`config.mk`:
```
export PLATFORM = sky130hd
export DESIGN_NAME = serial_byte_adder
export DESIGN_NICKNAME = d
export VERILOG_FILES = /design/src/rtl/serial_byte_adder.sv
export SDC_FILE = /design/constraint.sdc
export NUM_CORES = 1
export LEC_CHECK = 0
export ABC_AREA = 0
export CORE_AREA = 2 2 101 103
export CTS_CLUSTER_DIAMETER = 60
export DETAILED_ROUTE_END_ITERATION = 10
export DIE_AREA = 0 0 103 105
export GPL_TIMING_DRIVEN = 0
export HOLD_SLACK_MARGIN = 0.08
export PLACE_DENSITY = 0.88
export SLEW_MARGIN = 15
export SYNTH_ARGS = -nofsm -noshare
export SYNTH_HDL_FRONTEND = slang
export SYNTH_SLANG_ARGS = --single-unit
```
`constraint.sdc`:
```
create_clock -name clk -period 3.15 [get_ports clk]
set_input_delay 0.4725 -clock clk [delete_from_list [all_inputs] [get_ports clk]]
set_output_delay 0.4725 -clock clk [all_outputs]
set_load 0.05 [all_outputs]
```
`src/rtl/serial_byte_adder.sv`:
```
// rtl/serial_byte_adder.sv - multi-byte adder that reuses one external 8-bit adder, one byte per cycle
module serial_byte_adder #(
    parameter int NBYTES = 4
) (
    input  logic                  clk,
    input  logic                  rst,
    input  logic                  start,
    input  logic [8*NBYTES-1:0]   a_in,
    input  logic [8*NBYTES-1:0]   b_in,
    input  logic                  cin,
    output logic [7:0]            add_a,
    output logic [7:0]            add_b,
    output logic                  add_cin,
    input  logic [7:0]            add_sum,
    input  logic                  add_cout,
    output logic                  busy,
    output logic                  done,
    output logic [8*NBYTES-1:0]   sum_out,
    output logic                  cout,
    output logic                  ovf
);

    localparam int IW = (NBYTES > 1) ? $clog2(NBYTES) : 1;
    localparam logic [IW-1:0] LAST_IDX = IW'(NBYTES - 1);

    typedef enum logic [1:0] {
        IDLE = 2'd0,
        RUN  = 2'd1,
        DONE = 2'd2
    } state_t;

    state_t        state;
    logic [IW-1:0] idx;
    logic          carry;
    logic [7:0]    a_bytes   [NBYTES];
    logic [7:0]    b_bytes   [NBYTES];
    logic [7:0]    sum_bytes [NBYTES];
    logic          a_msb;
    logic          b_msb;

    assign a_msb = a_bytes[NBYTES-1][7];
    assign b_msb = b_bytes[NBYTES-1][7];

    // The external adder sits in the same cycle as the byte select, so these must stay combinational.
    always_comb begin
        add_a   = 8'd0;
        add_b   = 8'd0;
        add_cin = 1'b0;
        if (state == RUN) begin
            add_a   = a_bytes[idx];
            add_b   = b_bytes[idx];
            add_cin = carry;
        end
    end

    for (genvar g = 0; g < NBYTES; g++) begin : g_sum
        assign sum_out[g*8 +: 8] = sum_bytes[g];
    end

    always_ff @(posedge clk) begin
        if (rst) begin
            state <= IDLE;
            idx   <= '0;
            carry <= 1'b0;
            cout  <= 1'b0;
            ovf   <= 1'b0;
            busy  <= 1'b0;
            done  <= 1'b0;
            for (int i = 0; i < NBYTES; i++) begin
                a_bytes[i]   <= 8'd0;
                b_bytes[i]   <= 8'd0;
                sum_bytes[i] <= 8'd0;
            end
        end else begin
            done <= 1'b0;
            unique case (state)
                IDLE, DONE: begin
                    // DONE accepts start like IDLE so back-to-back operations need no idle gap.
                    if (start) begin
                        for (int i = 0; i < NBYTES; i++) begin
                            a_bytes[i] <= a_in[i*8 +: 8];
                            b_bytes[i] <= b_in[i*8 +: 8];
                        end
                        carry <= cin;
                        idx   <= '0;
                        busy  <= 1'b1;
                        state <= RUN;
                    end else begin
                        state <= IDLE;
                    end
                end
                RUN: begin
                    sum_bytes[idx] <= add_sum;
                    carry          <= add_cout;
                    idx            <= idx + 1'b1;
                    if (idx == LAST_IDX) begin
                        cout  <= add_cout;
                        ovf   <= (a_msb == b_msb) && (add_sum[7] != a_msb);
                        busy  <= 1'b0;
                        done  <= 1'b1;
                        state <= DONE;
                    end
                end
                default: begin
                    busy  <= 1'b0;
                    state <= IDLE;
                end
            endcase
        end
    end

endmodule

```
Word level (Yosys, flattened, before mapping)
Memory sizes are Yosys's and may differ from the RTL's. A register that Yosys moved wholly into a read port is not among the register bits.
Cells that the tools add are included.
Storage, ports and cells
  bits of input ports: 77
  bits in writable memories: 96
  word-level logic and storage cells: 74
  output and inout port bits: 53
  memories: 3
  register bits: 9
Memory list
  a_bytes: depth 4, bits a word 8, read ports 2, clocked after memory_dff 1, wr ports 4, line 35  | logic [7:0] a_bytes [NBYTES];
  b_bytes: depth 4, bits a word 8, read ports 2, clocked after memory_dff 1, wr ports 4, line 36  | logic [7:0] b_bytes [NBYTES];
  sum_bytes: depth 4, bits a word 8, read ports 4, clocked after memory_dff 0, wr ports 4, line 37  | logic [7:0] sum_bytes [NBYTES];
Cells by class
  muxes and demuxes: 38
  add/sub/neg operators: 1
  reductions and logical operators: 9
  bitwise gates (word level): 9
  equal/unequal tests: 7
Operators by type and width (count)
  $mux W8: 11
  $mux W1: 16
  $mux W2: 7
  $or A1 B1 Y1: 8
  $pmux W2 S2: 2
  $reduce_or A8 Y1: 1
  $reduce_and A2 Y1: 3
  $eq A2 B2 Y1 const B: 2
  $pmux W1 S2: 2
  $reduce_or A2 Y1: 2
  $add A2 B1 Y2 const B: 1
  $eq A2 B1 Y1 const B: 1
  $logic_not A2 Y1: 1
  $ne A2 B1 Y1 const B: 1
  $ne A2 B2 Y1 const B: 1
  $reduce_bool A2 Y1: 1
  $eq A1 B1 Y1: 1
  $logic_and A1 B1 Y1: 1
  $ne A1 B1 Y1: 1
  $not A1 Y1: 1

Depth between registers and ports, before layout
Gate-level depths: netlist of the first run.
  depth in word-level cells: 6
  depth in mapped cells: 5
  gate-level depth less buffers: 4

Least setup slack after synthesis of the first run
OpenSTA, ideal clock, no wires.
  path type: in2reg
  from: input rst
  to: memory a_bytes[0][0], enable pin
  arrival: 2348 ps
  library setup time: 432 ps
  path buffers: 1
  setup slack: 370 ps
  stages on the path: 2
  required time: 2718 ps
  path through: clkbuf_1 nand2b_1
RTL lines
  from (decl): line 6  | input logic rst,
  to (decl): line 35

==> results.tsv, run 1 <==
stage	metric	value	unit
sta	fin_crit	2.90	ns
routing	vias	2756	
cells_and_area	fill_cells	720	
routing	drt_iter0_drc	159	
synth	syn_nets	368	
cells_and_area	syn_to_final_growth	36.8	%
cts	ctsResizeCount	0	
synth	ys_warn_count	0	
global_route	grt_overflow_total	0	
cts	cts_buffers	9	
synth	syn_avg_cell_area	15.7	µm²
synth	ys_ff_latch	107	
global_route	track_usage	18.1	%
setup_path	required	2.68	ns
min_path	min_path_type	reg2reg	
synth	synth_fa_ha_area_share	0.274	%
synth	yosysSeqAreaShare	68.0	%
cells_and_area	drive_gt1_share	10.8	%
status	outcome	completed	
power_and_ir_drop	p_int	0.00231	W
min_path	hp-start	busy$_SDFFE_PP0P_	
sta	tightest_slew	0.814	ns
power_and_ir_drop	p_switching	0.000808	W
setup_path	worstReg2RegStart	state[0]$_SDFFE_PP0P_	
synth	synth.distinct_cells	31	
sta	rsz0062_at_grt	no	
power_and_ir_drop	p_seq_share	54.4	%
cells_and_area	stdcell_area	6240	µm²
synth	ys.flop_type	edfxtp_1	
die	start_util	47.4	%
setup_path	r2r_cells	3	
power_and_ir_drop	ir_drop	232	µV
setup_path	worst_setup_path_end_kind	primary output	
die	rows	36	
routing	drt_wl_total	9420	µm
placed_design	numPortBuffers	129	
synth	synth_edf_count	96	
sta	slew_violations	0	
cells_and_area	diodes	0	
sta	fin_ws	0.253	ns
routing	via_per_inst	4.85	
die	ios	130	
cts	clock_path_buffers	2	
synth	synth_top_family_by_area	simple AND/OR/NAND/NOR gates	
cts	postCtsSetupBuffers	0	
setup_path	startpoint_type	register	
cells_and_area	finish.utilization	64.8	%
placed_design	place_area	6030	µm²
die	die_w	103	µm
die	fp.coreArea	9640	µm²
synth	synth-xor-area-share	0	%
run	cap_violations	0	
sta	skew	0.0109	ns
sta	finalCritPeriodShare	92.0	%
global_route	grt_pass1_wl	14400	µm
cts	cts.sinks	107	
cts	cts_root_buffer	clkbuf_8	
synth	synthCells	290	
cells_and_area	fin_nets	508	
sta	setup_viol	0	
global_route	grt_max_degree	65	
cts	htree_levels	3	
synth	synth_compound_area_share	1.45	%
power_and_ir_drop	p_per_area	500	nW/µm²
synth	synth_mux_area_share	8.61	%
power_and_ir_drop	swShare	25.9	%
setup_path	worst_ep_arrival_time	2.42	ns
die	dieHeight	105	µm
cts	hold_buffers	0	
synth	yosys.area_share.simple	19.7	%
cts	clk_pin_slew	0.10	ns
sta	holdWs	0.469	ns
power_and_ir_drop	comb_power_share	17.8	%
synth	netlist_area	4560	µm²
sta	max_freq	345	MHz
sta	slew_headroom	45.7	%
power_and_ir_drop	leakagePower	2.33	nW
global_route	grt_pass1_vias	2921	
routing	firstDrtPassIters	4	
routing	drc_errors	0	
sta	setup_tns	0	ns
setup_path	worstPathMaxFanout	10	
setup_path	rrSetupSlack	1.36	ns
routing	postRouteAntennaNets	0	
setup_path	critPathKind	reg2out	
cts	cts_tree	done	
cts	insertion_delay	0.36	ns
placed_design	post-dp-hpwl	7050	µm
die	dieArea	10800	µm²
placed_design	dp_slack	0.510	ns
synth	postSynth.asyncResetShare	0	%
global_route	antenna_found_initial	0	
power_and_ir_drop	clockPowerShare	27.8	%
setup_path	timing.rr.end	sum_bytes[3][2]$_DFFE_PP_	
routing	wl_per_cell	16.6	µm
setup_path	endpoint	add_a[1]	
placed_design	routabilityCongestion	0.777	
sta	finalHoldViolCount	0	
sequential cells by signal, summed over array words and instances (netlist names), named ones only:
register	flops
done	1
carry	1
a_bytes	32
sum_bytes	32
busy	1
b_bytes	32
cout	1
idx	2
ovf	1
state	2
worst min-delay path by stage:
stage | end | slack, ns | cells past startpoint
2_1_floorplan | carry$_SDFFE_PP0P_ | 0.53 | 2
3_3_place_gp | busy$_SDFFE_PP0P_ | 0.45 | 2
3_5_place_dp | busy$_SDFFE_PP0P_ | 0.46 | 2
4_1_cts | busy$_SDFFE_PP0P_ | 0.48 | 2
5_1_grt | cout$_SDFFE_PP0P_ | 0.49 | 2
6_report | busy$_SDFFE_PP0P_ | 0.47 | 2
through the flow:
step,power [W],instances
floorplan,0.00205,290
global placement,0.00227,552
detailed placement,0.00229,552
CTS,0.00314,568
global route,0.00323,568
finish,0.00312,568
per-layer routing:
layer | wire length (µm) | share of wire (%) | track usage (%)
met5 | 0 | 0 | 0
met4 | 100 | 1.1 | 4.98
met3 | 520 | 5.5 | 3.95
met2 | 4970 | 53 | 32.0
met1 | 3830 | 41 | 21.9
power groups by stage:
stage | logic (W) | registers, W | clock network, W
after floorplan | 0.000239 | 0.00181 | 0
after global placement | 0.000548 | 0.00173 | 0
after detailed placement | 0.000560 | 0.00173 | 0
after CTS | 0.000562 | 0.00170 | 0.000878
after global routing | 0.000590 | 0.00171 | 0.000932
final | 0.000557 | 0.00170 | 0.000867
cells in the final DEF, fill, tap and decap left out, drive strengths merged, types with 4 or more instances in the layout:
cell type,Yosys,layout
a21oi,6,6
clkbuf,8,19
and2,113,113
dfxtp,11,11
nand2b,5,5
edfxtp,96,96
buf,6,5
nor2,4,4
mux4,16,16
clkdlybuf4s50,0,128
cells by family (layout without fill, tap and decap cells):
kind of cell               after synthesis  count (layout)
and+or+nand+nor                        139             139
DFF                                    107             107
muxes                                   17              17
buffers and inverters                   15             160
AOI/OAI and AO/OA                       11              11
adders and majority gates                1               1
synthesized netlist by cell type, types with 3 or more instances:
| cell type | number | share of area (%) |
|---|---|---|
| edfxtp_1 | 96 | 63 |
| mux4_2 | 10 | 4.9 |
| nor2_1 | 3 | 0.25 |
| and2_1 | 113 | 15 |
| a21oi_1 | 6 | 0.66 |
| nand2b_1 | 4 | 0.55 |
| clkbuf_2 | 5 | 0.55 |
| nand3_1 | 3 | 0.33 |
| nand2_1 | 3 | 0.25 |
| mux4_1 | 6 | 3.5 |
| clkbuf_1 | 3 | 0.25 |
| or2_2 | 3 | 0.41 |
| dfxtp_1 | 11 | 4.8 |
| buf_2 | 3 | 0.33 |
layout make-up:
| class | instances | area [µm²] | area share (%) |
|---|---|---|---|
| flip-flops and latches | 107 | 3100 | 49.7 |
| clock inverters | 6 | 72.6 | 1.16 |
| plain buffers | 14 | 88.8 | 1.42 |
| clock buffers | 10 | 138 | 2.20 |
| repair buffers | 129 | 1290 | 20.7 |
| multi-input cells | 168 | 1380 | 22.1 |
| inverters | 1 | 3.75 | 0.0601 |
| well taps | 133 | 166 | 2.66 |
worst max-delay path: stages (launching register included):
cell             delay [ns]
dfxtp_1                0.36
buf_6                  0.16
buf_12                 0.16
mux4_2                 0.51
and2_1                 0.17
clkdlybuf4s50_1        0.70
Power figures use the tool's default switching activity.
==> run 2: changes to the inputs <==
--- a/config.mk
+++ b/config.mk
@@ -6,13 +6,14 @@
 export NUM_CORES = 1
 export LEC_CHECK = 0
 export ABC_AREA = 0
-export CORE_AREA = 2 2 101 103
+export CORE_AREA = 2 2 98 100
 export CTS_CLUSTER_DIAMETER = 60
 export DETAILED_ROUTE_END_ITERATION = 10
-export DIE_AREA = 0 0 103 105
+export DIE_AREA = 0 0 100 102
 export GPL_TIMING_DRIVEN = 0
 export HOLD_SLACK_MARGIN = 0.08
-export PLACE_DENSITY = 0.88
+export PLACE_DENSITY = 0.92
+export SKIP_CTS_REPAIR_TIMING = 1
 export SLEW_MARGIN = 15
 export SYNTH_ARGS = -nofsm -noshare
 export SYNTH_HDL_FRONTEND = slang
==> constraint.sdc (replaced) <==
create_clock -name clk -period 3.4 [get_ports clk]
set_input_delay 0.51 -clock clk [delete_from_list [all_inputs] [get_ports clk]]
set_output_delay 0.51 -clock clk [all_outputs]
set_load 0.05 [all_outputs]
==> results.tsv, run 2 (synthesis results as in run 1) <==
stage	metric	value	unit
cells_and_area	reg.largest.list	a_bytes (32), b_bytes (32), sum_bytes (32)	
die	dieArea	10200	µm²
placed_design	dp_slack	0.671	ns
cts	cts_buffers	9	
status	outcome	completed	
setup_path	crit_family	buffers and inverters	
routing	wl_per_cell	17.6	µm
power_and_ir_drop	leakagePower	2.30	nW
cells_and_area	ff_latch_area	3100	µm²
global_route	track_usage	19.2	%
power_and_ir_drop	ir_drop	195	µV
sta	rsz0062_at_grt	no	
routing	postRouteAntennaNets	0	
setup_path	critical_path.cell_chain	nor2b_1 -> clkbuf_1 -> and2_1 -> clkdlybuf4s50_1	
cells_and_area	diodes	0	
sta	max_freq	319	MHz
sta	tightest_slew	0.824	ns
setup_path	cpMaxStageDelayCell	clkdlybuf4s50_1	
routing	drt_wl_total	9610	µm
routing	vias	2847	
global_route	grt_pass1_vias	2901	
cells_and_area	layout_commonest_cell	clkdlybuf4s50_1	
sta	finalHoldViolCount	0	
run	cap_violations	0	
setup_path	crit_buf_inv	2	
sta	finalCritPeriodShare	92.3	%
cells_and_area	fill_cells	651	
die	die_w	100	µm
die	rows	35	
cells_and_area	multi_input_area	1380	µm²
setup_path	slowest_delay	0.82	ns
die	ios	130	
setup_path	critPathKind	reg2out	
cts	cts.sinks	107	
cts	clock_path_buffers	2	
setup_path	worst_setup_path_end_kind	primary output	
global_route	grt_pass1_wl	14600	µm
sta	holdWs	0.472	ns
sta	slew_violations	0	
cells_and_area	fin_nets	508	
setup_path	required	2.89	ns
sta	fin_crit	3.14	ns
die	start_util	50.1	%
global_route	grt_max_degree	65	
placed_design	numPortBuffers	129	
sta	skew	0.0103	ns
cells_and_area	syn_to_final_growth	36.0	%
sta	fin_ws	0.260	ns
cells_and_area	final_cell_mix	clkdlybuf4s50_1, and2_1, edfxtp_1	
die	fp.coreArea	9110	µm²
sta	slew_headroom	45.1	%
cts	cts_tree	done	
routing	drc_errors	0	
routing	via_per_inst	5.21	
power_and_ir_drop	p_per_area	466	nW/µm²
placed_design	routabilityCongestion	0.788	
setup_path	worstPathMaxFanout	10	
global_route	grt_overflow_total	0	
placed_design	post-dp-hpwl	7160	µm
setup_path	startpoint_type	register	
setup_path	worst_ep_arrival_time	2.63	ns
cts	cts_root_buffer	clkbuf_8	
min_path	min_path_type	reg2reg	
sta	setup_viol	0	
global_route	antenna_found_initial	0	
cells_and_area	finish.utilization	68.2	%
power_and_ir_drop	power	0.00290	W
cts	htree_levels	3	
routing	drt_iter0_drc	144	
routing	firstDrtPassIters	5	
cells_and_area	drive_gt1_share	9.89	%
cts	insertion_delay	0.37	ns
die	dieHeight	102	µm
cts	clk_pin_slew	0.10	ns
==> run 2: changes by cell type in the layout (fill, tap and decap cells not counted) <==
cell             delta
clkdlybuf4s50_1     +1
buf_1               +1
clkbuf_16           +1
clkinv_2            +1
inv_6               -2
clkinvlp_4          +1
dlymetal6s2s_1      -1
clkbuf_1            +3
clkbuf_2            -2
clkinv_4            -2
clkbuf_8            -1
==> run 2: layout make-up <==
type	count	area share [%]
clock inverter	4	0.806
clock buffer	12	2.52
sequential	107	50.0
multi-input combinational	168	22.2
buffer	14	1.39
inverter	1	0.0605
tap	111	2.24
timing repair buffer	129	20.8
==> run 2: power breakdown <==
part,internal [W],switching [W],total [W]
combinational,0.000234,0.000282,0.000516
sequential,0.00154,0.0000334,0.00157
clock,0.000385,0.000420,0.000805
total,0.00216,0.000735,0.00290
==> run 2: worst reg2reg max path, stage by stage (launching register included) <==
cell	delay, ns
dfxtp_1	0.44
nor2b_1	0.34
buf_1	0.40
a31o_1	0.47
==> run 2: layer usage <==
layer / wire (µm) / up-vias / share of wire (%) / GRT usage [%]
li1: - / 1324 / - / -
met1: 3900 / 1393 / 41 / 23.4
met2: 4970 / 119 / 52 / 34.1
met3: 605 / 11 / 6.3 / 3.90
met4: 141 / 0 / 1.5 / 7.17
met5: 0 / - / 0 / 0
==> run 2: final timing paths <==
check        depth (start not counted)  slack, ns             startpoint                   endpoint
max                                  4       0.26  state[0]$_SDFFE_PP0P_                   add_b[6]
min                                  2       0.47      busy$_SDFFE_PP0P_          busy$_SDFFE_PP0P_
max reg2reg                          3       1.41  state[0]$_SDFFE_PP0P_  sum_bytes[3][2]$_DFFE_PP_
min reg2reg                          2       0.47      busy$_SDFFE_PP0P_          busy$_SDFFE_PP0P_
==> run 2: metrics by stage <==
| stage | instance area, µm² | instances | TNS (ns) |
|---|---|---|---|
| final | 6210 | 546 | 0 |
| after global placement | 5990 | 530 | -39.27 |
| after CTS | 6210 | 546 | 0 |
| after detailed placement | 6000 | 530 | 0 |
| after global routing | 6210 | 546 | 0 |
| after floorplan | 4560 | 290 | 0 |
==> run 3: changes to the inputs <==
--- a/config.mk
+++ b/config.mk
@@ -14,7 +14,7 @@
 export HOLD_SLACK_MARGIN = 0.08
 export PLACE_DENSITY = 0.92
 export SKIP_CTS_REPAIR_TIMING = 1
-export SLEW_MARGIN = 15
+export SLEW_MARGIN = 20
 export SYNTH_ARGS = -nofsm -noshare
 export SYNTH_HDL_FRONTEND = slang
 export SYNTH_SLANG_ARGS = --single-unit
==> results.tsv, run 3 (synthesis results as in run 1) <==
stage	metric	value	unit
status	outcome	completed	
cells_and_area	fin_nets	509	
sta	slew_headroom	62.6	%
placed_design	post-dp-hpwl	7230	µm
cts	clock_path_buffers	2	
die	fp.coreArea	9110	µm²
run	cap_violations	0	
sta	setup_viol	0	
routing	vias	2864	
sta	slew_violations	0	
sta	rsz0062_at_grt	no	
die	rows	35	
cts	cts_tree	done	
cts	cts_buffers	9	
cts	clk_pin_slew	0.10	ns
global_route	grt_overflow_total	0	
setup_path	startpoint_type	register	
die	dieHeight	102	µm
cts	htree_levels	3	
power_and_ir_drop	power	0.00293	W
die	ios	130	
die	start_util	50.1	%
cts	insertion_delay	0.36	ns
placed_design	routabilityCongestion	0.788	
power_and_ir_drop	p_per_area	470	nW/µm²
placed_design	dp.cells	531	
cells_and_area	diodes	0	
cells_and_area	drive_gt1_share	9.86	%
cts	cts.sinks	107	
cells_and_area	reg.largest.list	a_bytes (32), b_bytes (32), sum_bytes (32)	
placed_design	dp_slack	0.690	ns
cells_and_area	final_cell_mix	clkdlybuf4s50_1, and2_1, edfxtp_1	
sta	skew	0.0144	ns
routing	firstDrtPassIters	4	
sta	tightest_slew	0.559	ns
global_route	track_usage	19.4	%
routing	drt_iter0_drc	122	
setup_path	required	2.89	ns
setup_path	worst_setup_path_end_kind	primary output	
sta	max_freq	317	MHz
cells_and_area	finalNonFillerCells	547	
min_path	min_path_type	reg2reg	
cells_and_area	layout_commonest_cell	clkdlybuf4s50_1	
sta	holdWs	0.466	ns
sta	fin_ws	0.248	ns
sta	finalCritPeriodShare	92.7	%
cts	cts_root_buffer	clkbuf_8	
sta	setup_tns	0	ns
setup_path	worst_ep_arrival_time	2.64	ns
global_route	grt_pass1_vias	2964	
routing	drc_errors	0	
routing	wl_per_cell	17.6	µm
placed_design	numPortBuffers	129	
cells_and_area	syn_to_final_growth	36.8	%
routing	drt_wl_total	9650	µm
routing	via_per_inst	5.24	
die	die_w	100	µm
power_and_ir_drop	ir_drop	243	µV
global_route	antenna_found_initial	0	
global_route	grt_max_degree	49	
sta	finalHoldViolCount	0	
power_and_ir_drop	leakagePower	2.32	nW
sta	fin_crit	3.15	ns
setup_path	critPathKind	reg2out	
routing	postRouteAntennaNets	0	
global_route	grt_pass1_wl	14700	µm
die	dieArea	10200	µm²
setup_path	worstPathMaxFanout	10	
## run 3: cell types whose count changed in the layout (fill, tap and decap cells not counted)
cell        previous run  this run
clkinv_2               1         0
clkinv_4               0         1
buf_12                 1         2
clkinv_1               0         1
clkinvlp_4             2         0
clkbuf_16              1         2
## run 3: area by class of cell
cell class	count	area [µm²]
clock buffer	13	181
sequential	107	3100
multi-input combinational	168	1380
tap	111	139
clock inverter	3	42.5
fill	633	2860
inverter	1	3.75
timing repair buffer	130	1310
buffer	14	86.3
## run 3: critical path, stage by stage, from the launching register on
cell             delay [ns]
dfxtp_1                0.42
nor2b_1                0.35
clkbuf_1               0.45
and2_1                 0.23
clkdlybuf4s50_1        0.82
## run 3: where the power goes
part | total [W] | internal (W) | switching (W)
combinational | 0.000522 | 0.000238 | 0.000284
sequential | 0.00157 | 0.00154 | 0.0000331
clock | 0.000838 | 0.000430 | 0.000408
## run 3: final timing paths
kind	cells after the start	slack, ns	start	endpoint
hold reg to reg	2	0.47	busy$_SDFFE_PP0P_	busy$_SDFFE_PP0P_
setup / recovery	4	0.25	state[0]$_SDFFE_PP0P_	add_b[6]
hold / removal	2	0.47	busy$_SDFFE_PP0P_	busy$_SDFFE_PP0P_
setup reg to reg	3	1.42	state[0]$_SDFFE_PP0P_	sum_bytes[3][1]$_DFFE_PP_
## run 3: per-layer routing
| metal | global-route usage [%] | wire length (µm) | vias to the layer above |
|---|---|---|---|
| met2 | 35.9 | 5120 | 138 |
| met5 | 0 | 0 | - |
| met3 | 4.99 | 625 | 16 |
| li1 | - | - | 1327 |
| met4 | 5.80 | 153 | 0 |
| met1 | 22.4 | 3750 | 1383 |
## run 3: metrics by stage
step / cell area, µm² / utilization, %
6_report: 6250 / 68.6
5_1_grt: 6250 / 68.6
4_1_cts: 6250 / 68.6
3_5_place_dp: 6020 / 66.1
3_3_place_gp: 5990 / 65.8
2_1_floorplan: 4560 / -
